[config.mk]
export PLATFORM = sky130hd
export DESIGN_NAME = instr_seq
export DESIGN_NICKNAME = d
export VERILOG_FILES = /design/src/rtl/instr_seq.sv
export SDC_FILE = /design/constraint.sdc
export NUM_CORES = 1
export LEC_CHECK = 0
export BUFFER_PORTS_ARGS = -buffer_cell sky130_fd_sc_hd__buf_2
export CAP_MARGIN = 10
export CORE_MARGIN = 3
export CORE_UTILIZATION = 48
export CTS_BUF_LIST = sky130_fd_sc_hd__clkbuf_16
export DETAILED_ROUTE_END_ITERATION = 6
export PLACE_DENSITY = 0.76
export SYNTH_ARGS = -nofsm -noshare
export SYNTH_HDL_FRONTEND = slang
export SYNTH_SLANG_ARGS = --single-unit
[constraint.sdc]
create_clock -name CLK -period 2.6 [get_ports CLK]
set_input_delay 0.13 -clock CLK [delete_from_list [all_inputs] [get_ports CLK]]
set_output_delay 0.13 -clock CLK [all_outputs]
set_load 0.005 [all_outputs]
[src/rtl/instr_seq.sv]
// instr_seq: fetch/decode/execute sequencer for the MPU-6050 I2C program ROM.
// Define INSTR_SEQ_LOOP_EN to restart the program at address 0 after every END.
module instr_seq #(
    parameter int ADDR_ROM_SZ = 4,
    parameter int DATA_ROM_SZ = 16,
    parameter int DLY_SZ      = 16
) (
    input  logic                   CLK,
    input  logic                   RST_n,
    input  logic                   I_START,
    output logic [ADDR_ROM_SZ-1:0] O_ADDR_ROM_A,
    output logic [ADDR_ROM_SZ-1:0] O_ADDR_ROM_B,
    input  logic [DATA_ROM_SZ-1:0] I_DATA_ROM_A,
    input  logic [DATA_ROM_SZ-1:0] I_DATA_ROM_B,
    output logic                   O_CMD_VLD,
    input  logic                   I_CMD_RDY,
    output logic                   O_CMD_RW,
    output logic [7:0]             O_CMD_REG,
    output logic [7:0]             O_CMD_DATA,
    output logic [3:0]             O_CMD_NUM,
    input  logic                   I_CMD_DONE,
    input  logic                   I_CMD_ERR,
    output logic                   O_BUSY,
    output logic                   O_DONE,
    output logic                   O_ERR
);
    localparam logic [2:0] S_IDLE      = 3'd0;
    localparam logic [2:0] S_FETCH     = 3'd1;
    localparam logic [2:0] S_DECODE    = 3'd2;
    localparam logic [2:0] S_ISSUE     = 3'd3;
    localparam logic [2:0] S_WAIT_DONE = 3'd4;
    localparam logic [2:0] S_DELAY     = 3'd5;
    localparam logic [2:0] S_FINISH    = 3'd6;
    localparam logic [3:0] OP_END  = 4'h0;
    localparam logic [3:0] OP_WR   = 4'h1;
    localparam logic [3:0] OP_RD   = 4'h2;
    localparam logic [3:0] OP_WAIT = 4'h3;
    // address of the last instruction slot; finishing it is an implicit END
    localparam logic [ADDR_ROM_SZ-1:0] PC_LAST = ~ADDR_ROM_SZ'(1);
`ifdef INSTR_SEQ_LOOP_EN
    localparam logic LOOP = 1'b1;
`else
    localparam logic LOOP = 1'b0;
`endif

    logic [2:0]             state, state_nx;
    logic [ADDR_ROM_SZ-1:0] pc, pc_nx;
    logic [DLY_SZ-1:0]      dly, dly_nx, dly_ld;
    logic [3:0]             op;
    logic                   done_nx, err_nx, load, adv, stop, abort;

    assign op     = I_DATA_ROM_A[15:12];
    assign dly_ld = I_DATA_ROM_B[DLY_SZ-1:0];

    always_comb begin
        state_nx = state;
        pc_nx    = pc;
        dly_nx   = dly;
        done_nx  = 1'b0;
        err_nx   = O_ERR;
        load     = 1'b0;
        adv      = 1'b0;
        stop     = 1'b0;
        abort    = 1'b0;
        case (state)
            S_IDLE: begin
                pc_nx = '0;
                if (I_START) begin
                    err_nx   = 1'b0;
                    state_nx = S_FETCH;
                end
            end
            S_FETCH: state_nx = S_DECODE;
            S_DECODE: begin
                if (op == OP_END) begin
                    stop = 1'b1;
                end else if (op == OP_WR || op == OP_RD) begin
                    load     = 1'b1;
                    state_nx = S_ISSUE;
                end else if (op == OP_WAIT && dly_ld != '0) begin
                    dly_nx   = dly_ld;
                    state_nx = S_DELAY;
                end else begin
                    adv = 1'b1;
                end
            end
            S_ISSUE: state_nx = I_CMD_RDY ? S_WAIT_DONE : S_ISSUE;
            S_WAIT_DONE: begin
                abort  = I_CMD_DONE && I_CMD_ERR;
                adv    = I_CMD_DONE && !I_CMD_ERR;
                err_nx = O_ERR || abort;
            end
            S_DELAY: begin
                adv    = dly <= DLY_SZ'(1);
                dly_nx = dly - DLY_SZ'(1);
            end
            S_FINISH: state_nx = S_IDLE;
            default: state_nx = S_IDLE;
        endcase
        if (adv && pc != PC_LAST) begin
            pc_nx    = pc + ADDR_ROM_SZ'(2);
            state_nx = S_FETCH;
        end
        // program end: explicit END, running off the ROM, or a NACK abort
        if (stop || abort || (adv && pc == PC_LAST)) begin
            done_nx  = 1'b1;
            pc_nx    = '0;
            state_nx = (LOOP && !abort) ? S_FETCH : S_FINISH;
        end
    end

    always_ff @(posedge CLK or negedge RST_n) begin
        if (!RST_n) begin
            state      <= S_IDLE;
            pc         <= '0;
            dly        <= '0;
            O_DONE     <= 1'b0;
            O_ERR      <= 1'b0;
            O_CMD_RW   <= 1'b0;
            O_CMD_REG  <= '0;
            O_CMD_DATA <= '0;
            O_CMD_NUM  <= '0;
        end else begin
            state  <= state_nx;
            pc     <= pc_nx;
            dly    <= dly_nx;
            O_DONE <= done_nx;
            O_ERR  <= err_nx;
            if (load) begin
                O_CMD_RW   <= op == OP_RD;
                O_CMD_REG  <= I_DATA_ROM_A[7:0];
                O_CMD_DATA <= I_DATA_ROM_B[7:0];
                O_CMD_NUM  <= I_DATA_ROM_A[11:8];
            end
        end
    end

    assign O_ADDR_ROM_A = pc;
    assign O_ADDR_ROM_B = pc + ADDR_ROM_SZ'(1);
    assign O_CMD_VLD    = state == S_ISSUE;
    assign O_BUSY       = state != S_IDLE;
endmodule

Word-level counts from Yosys, hierarchy flattened:

Cells that the tools add are included.

* bits in registers: 46
* input port bits: 38
* output and inout bits: 33
* logic and storage cells: 80

* $add $sub $neg: 3
* magnitude comparators: 1
* eq/ne operators: 18
* mux-type cells: 28
* reduce and logical (&&, ||, !) cells: 21

Operators by type and width (count)
* 16-bit two-way mux: 3
* 16-bit one-hot mux with 2 select lines: 1
* 3-bit two-way mux: 7
* 16-bit by 1-bit less-or-equal comparator with 1-bit output, second input constant: 1
* 16-bit nonzero test: 1
* 16-bit by 1-bit subtractor with 16-bit output, second input constant: 1
* 3-bit one-hot mux with 5 select lines: 1
* 4-bit two-way mux: 3
* 4-bit inequality test, second input constant: 3
* 1-bit two-way mux: 11
* 4-bit by 2-bit equality test with 1-bit output, second input constant: 2
* 2-bit inequality test, second input constant: 4
* 4-bit AND reduction: 2
* 3-bit by 2-bit equality test with 1-bit output, second input constant: 2
* 3-bit equality test, second input constant: 2
* 3-bit nonzero test: 2
* 1-bit logical AND: 5
* 5-bit inequality test, second input constant: 1
* 4-bit by 1-bit adder with 4-bit output, second input constant: 1
* 4-bit by 2-bit adder with 4-bit output, second input constant: 1
* 4-bit by 1-bit equality test with 1-bit output, second input constant: 1
* 4-bit equality test, second input constant: 1
* 4-bit zero test: 1
* 1-bit logical OR: 4
* other kinds (9): 10

Logic depth before layout (Yosys ltp):

* depth after elaboration: 10
* mapped depth: 8
* mapped depth without buffers: 7

Least setup slack after synthesis:

No wires, ideal clock.

* path type: register -> register
* start: register dly[0]
* end: register state[2]
* library setup time: 0.123 ns
* arrival: 1.869 ns
* data required time: 2.477 ns
* slack: 0.609 ns
* cell stages (with the launch flop): 9
* buffers on the path: 1
* clock period less this slack: 1.991 ns
* cell sequence: dfrtp_1 -> inv_1 -> ha_1 -> clkbuf_1 -> nor2_1 -> nor3_1 -> nand4_4 -> a211o_2 -> o221a_2

* cells in the longest elaborated chain, start to end: 6
* elaborated cells between the ends (all ways): 12
* those cells by class: 1 x order compare; 4 x eq/ne; 3 x mux; 4 x reduce/logical

Ends and longest elaborated chain
* start: declaration: line 48 `logic [DLY_SZ-1:0] dly, dly_nx, dly_ld;`
* start signal: assignment: line 126 `dly <= dly_nx;`
* 16-bit by 1-bit less-or-equal comparator with 1-bit output *: line 94 `adv = dly <= DLY_SZ'(1);`
* 1-bit one-hot mux with 3 select lines *: line 65 `case (state)`
* 1-bit logical AND: line 105 `if (stop || abort || (adv && pc == PC_LAST)) begin`
* 1-bit logical OR: line 105
* 5-bit inequality test (no line) (tied with other cells)
* 4-bit AND reduction (no line)
* end signal: assignment: line 124 `state <= state_nx;`
* end: declaration: line 46 `logic [2:0] state, state_nx;`

Every way passes the cells marked *; elsewhere a longest branch is shown, timed or not.
A chain may end at the register's enable or synchronous reset.

Final worst setup path:

Ends and elaborated chain as after synthesis.

==> impl_metrics.csv <==
group,metric,value,unit
synth,synth_top_area_share,44.42,%
clocking,hold_buffers,0,
setup_path,cp.arrival,2.29,ns
sta,fin_crit,2.116,ns
global_routing,grt_antenna_before_repair,0,
sta,relSlewSlack,33.01,%
placement,finalWeightedCongestion,0.8651,
synth,synth_edf_count,0,
clocking,clockRootBuffer,"clkbuf_16",
cells_and_area,syn_to_final_growth,21.22,%
cells_and_area,fill_cells,420,
power_and_ir_drop,ir_worst_vdd,0.5609,mV
sta,period_share,81.39,%
sta,tightest_slew,1.005,ns
floorplan,die_w,78.67,µm
synth,synth.top_cells.by_area,"dfrtp_1 (44%), mux2_2 (8.9%), a21oi_1 (4.1%)",
floorplan,io_pins,71,
outcome,status,"finished, violations left",
power_and_ir_drop,power.leakage,1.464,nW
synth,syn_area,2535,µm²
job,maxCapViolCount,0,
setup_path,crit_type,"flip-flop to flip-flop",
synth,syn_inst,247,
setup_path,worst-path-max-fanout,8,
synth,synth_top_cell_by_area,"dfrtp_1",
route,num_vias,2220,
clocking,cts_num_sinks,45,
global_routing,first_global_vias,2112,
clocking,htreeDepth,2,
clocking,clk_pin_slew,0.06,ns
cells_and_area,final_core_util,62.57,%
synth,ys.flop_type,"dfrtp_1",
route,drtAntennaViolNets,0,
route,totalWireLength,5807,µm
global_routing,grt_start_max_net_pins,46,
global_routing,grt_pass1_wl,9804,µm
route,drc_errors,0,
clocking,cts_setup_buffers,0,
clocking,cts-buffers-inserted,5,
floorplan,floorplan.initialDensity,51.62,%
power_and_ir_drop,power.density,973.9,nW/µm²
outcome,violations,"negative hold slack",
floorplan,die_y,78.67,µm
synth,ys_seq_elements,45,
sta,fin_hold_ws,-0.002080,ns
sta,skew,0.003906,ns
route,drt_iter0_drc,126,
clocking,worstSkewPairLatency,0.29,ns
sta,rsz0062_at_grt,"false",
global_routing,grt-ovfl-total,0,
floorplan,placement_rows,25,
cells_and_area,n_antenna_cell,0,
setup_path,cp-end-kind,"flip-flop",
setup_path,cp_data_required_time,2.78,ns
min_path,hold_path.class,"input port to asynchronous set/reset pin",
synth,yosysWarnings,0,
floorplan,core,4911,µm²
synth,synth_seq_area_share,44.42,%
placement,dpl.hpwl,4301,µm
clocking,cts_resized,0,
synth,async_flop_share,100.0,%
synth,syn_area_per_cell,10.26,µm²
route,wire_per_inst,15.40,µm
floorplan,die_area,6189,µm²
sta,setup_viol,0,
cells_and_area,drive_gt1_share,39.68,%
cells_and_area,nNetsFinal,350,
synth,syn-num-nets,288,
route,drtPass1Iterations,4,
placement,port-buffer-count,68,
route,vias_per_cell,5.889,
sta,slew_violations,0,
sta,setup_tns,0,ns
sta,hold_violations,1,
clocking,clock_path_buffers,2,
sta,max_freq,0.4726,GHz
synth,synth_cell_types,62,
global_routing,track_usage,19.68,%
setup_path,setup.worst_path.start_class,"flip-flop",
clocking,cts_tree,"yes",
registers in the layout, summed over array words and instances (netlist names):
name and flops:
O_CMD_DATA 8, state 3, O_CMD_REG 8, O_ERR 1, O_ADDR_ROM_A 3, O_CMD_RW 1
dly 16, O_CMD_NUM 4, O_DONE 1
placed cells by master (no fill, tap or decap), drive strengths merged, types with 2 or more instances in the layout:
master / n
a211o: 5
nor3: 9
nand4: 5
and4: 2
conb: 2
buf: 71
a21o: 3
o21ai: 7
nand2b: 2
clkbuf: 5
nand2: 11
a21oi: 22
ha: 3
a311oi: 2
nor4: 9
inv: 6
nor2b: 2
nand3: 12
dfrtp: 45
o221a: 4
or3: 7
or4: 3
o211ai: 3
nor2: 24
and2: 2
mux2: 20
cells by family after synthesis:
| logic type | after synthesis | synth area share [%] |
|---|---|---|
| xor+xnor | 1 | 0.3456 |
| other cells | 2 | 0.2963 |
| mux | 21 | 9.280 |
| simple gates | 91 | 22.26 |
| compound gates | 62 | 17.87 |
| buf+inv | 22 | 4.047 |
| fa+ha+maj | 3 | 1.481 |
| flops | 45 | 44.42 |
where the power goes:
part	leakage (nW)	internal [mW]	total [mW]	switching (mW)
sequential	0.554	0.953	1.22	0.272
clock	0.0800	0.455	0.728	0.273
combinational	0.830	0.529	1.04	0.511
layer usage:
metal	wire, µm	vias up	global-route usage [%]
met5	0	-	0
met4	71	0	5.769
met3	423	7	4.587
met2	2919	90	33.36
met1	2392	1078	24.94
li1	-	1045	-
worst paths after layout:
path	start	endpoint	slack (ns)	depth (start not counted)
hold reg to reg	O_CMD_REG[5]	O_CMD_REG[5]	0.50	1
setup / recovery	dly[0]	state[2]	0.48	7
setup reg to reg	dly[0]	state[2]	0.48	7
min in group CLK	I_DATA_ROM_A[7]	O_CMD_REG[7]	0.07	2
max in group asynchronous	RST_n	state[0]	1.97	1
hold / removal	RST_n	O_CMD_NUM[0]	-0.002	1
worst max-delay path, stage by stage (launching register included):
cell	delay [ns]
dfrtp_1	0.44
inv_1	0.08
ha_1	0.30
nor2_1	0.08
nor3_1	0.32
nand4_4	0.21
a211o_2	0.33
o221a_2	0.22
metrics by stage:
stage | setup slack (ns) | power, mW | cell area (µm²) | instances | hold slack, ns
after CTS | 0.4818 | 3.009 | 3073 | 377 | 0.05156
after floorplan | 0.6086 | 1.904 | 2535 | 247 | -0.1656
after global placement | 0.6012 | 2.231 | 2902 | 369 | 0.3611
after global routing | 0.3473 | 3.194 | 3073 | 377 | 0.06699
final | 0.4839 | 2.993 | 3073 | 377 | -0.002080
after detailed placement | 0.5142 | 2.272 | 2902 | 369 | 0.3598
cell usage after synthesis (2+ instances only):
master / count
buf_2: 3
nor3_1: 8
a21oi_1: 21
nor4_1: 8
nand4_1: 4
or3_1: 6
conb_1: 2
a311oi_1: 2
inv_1: 6
nand2_1: 11
nand2b_1: 2
or4_4: 3
dfrtp_1: 45
a211o_1: 3
mux2_2: 20
a211o_2: 2
ha_1: 3
a21o_1: 2
nand3_1: 12
o211ai_1: 2
nor2_1: 23
o221a_2: 4
o21ai_0: 6
clkbuf_1: 8
buf_4: 4
final cells by class:
class | instances | area (µm²) | share of cell area (%)
clock buffers | 5 | 125.1 | 4.072
clock inverters | 3 | 46.29 | 1.507
inverters | 6 | 22.52 | 0.7329
multi-input cells | 180 | 1306 | 42.51
flip-flops and latches | 45 | 1126 | 36.64
well taps | 67 | 83.83 | 2.728
repair buffers | 71 | 362.8 | 11.81
(Power assumes the default switching activity.)
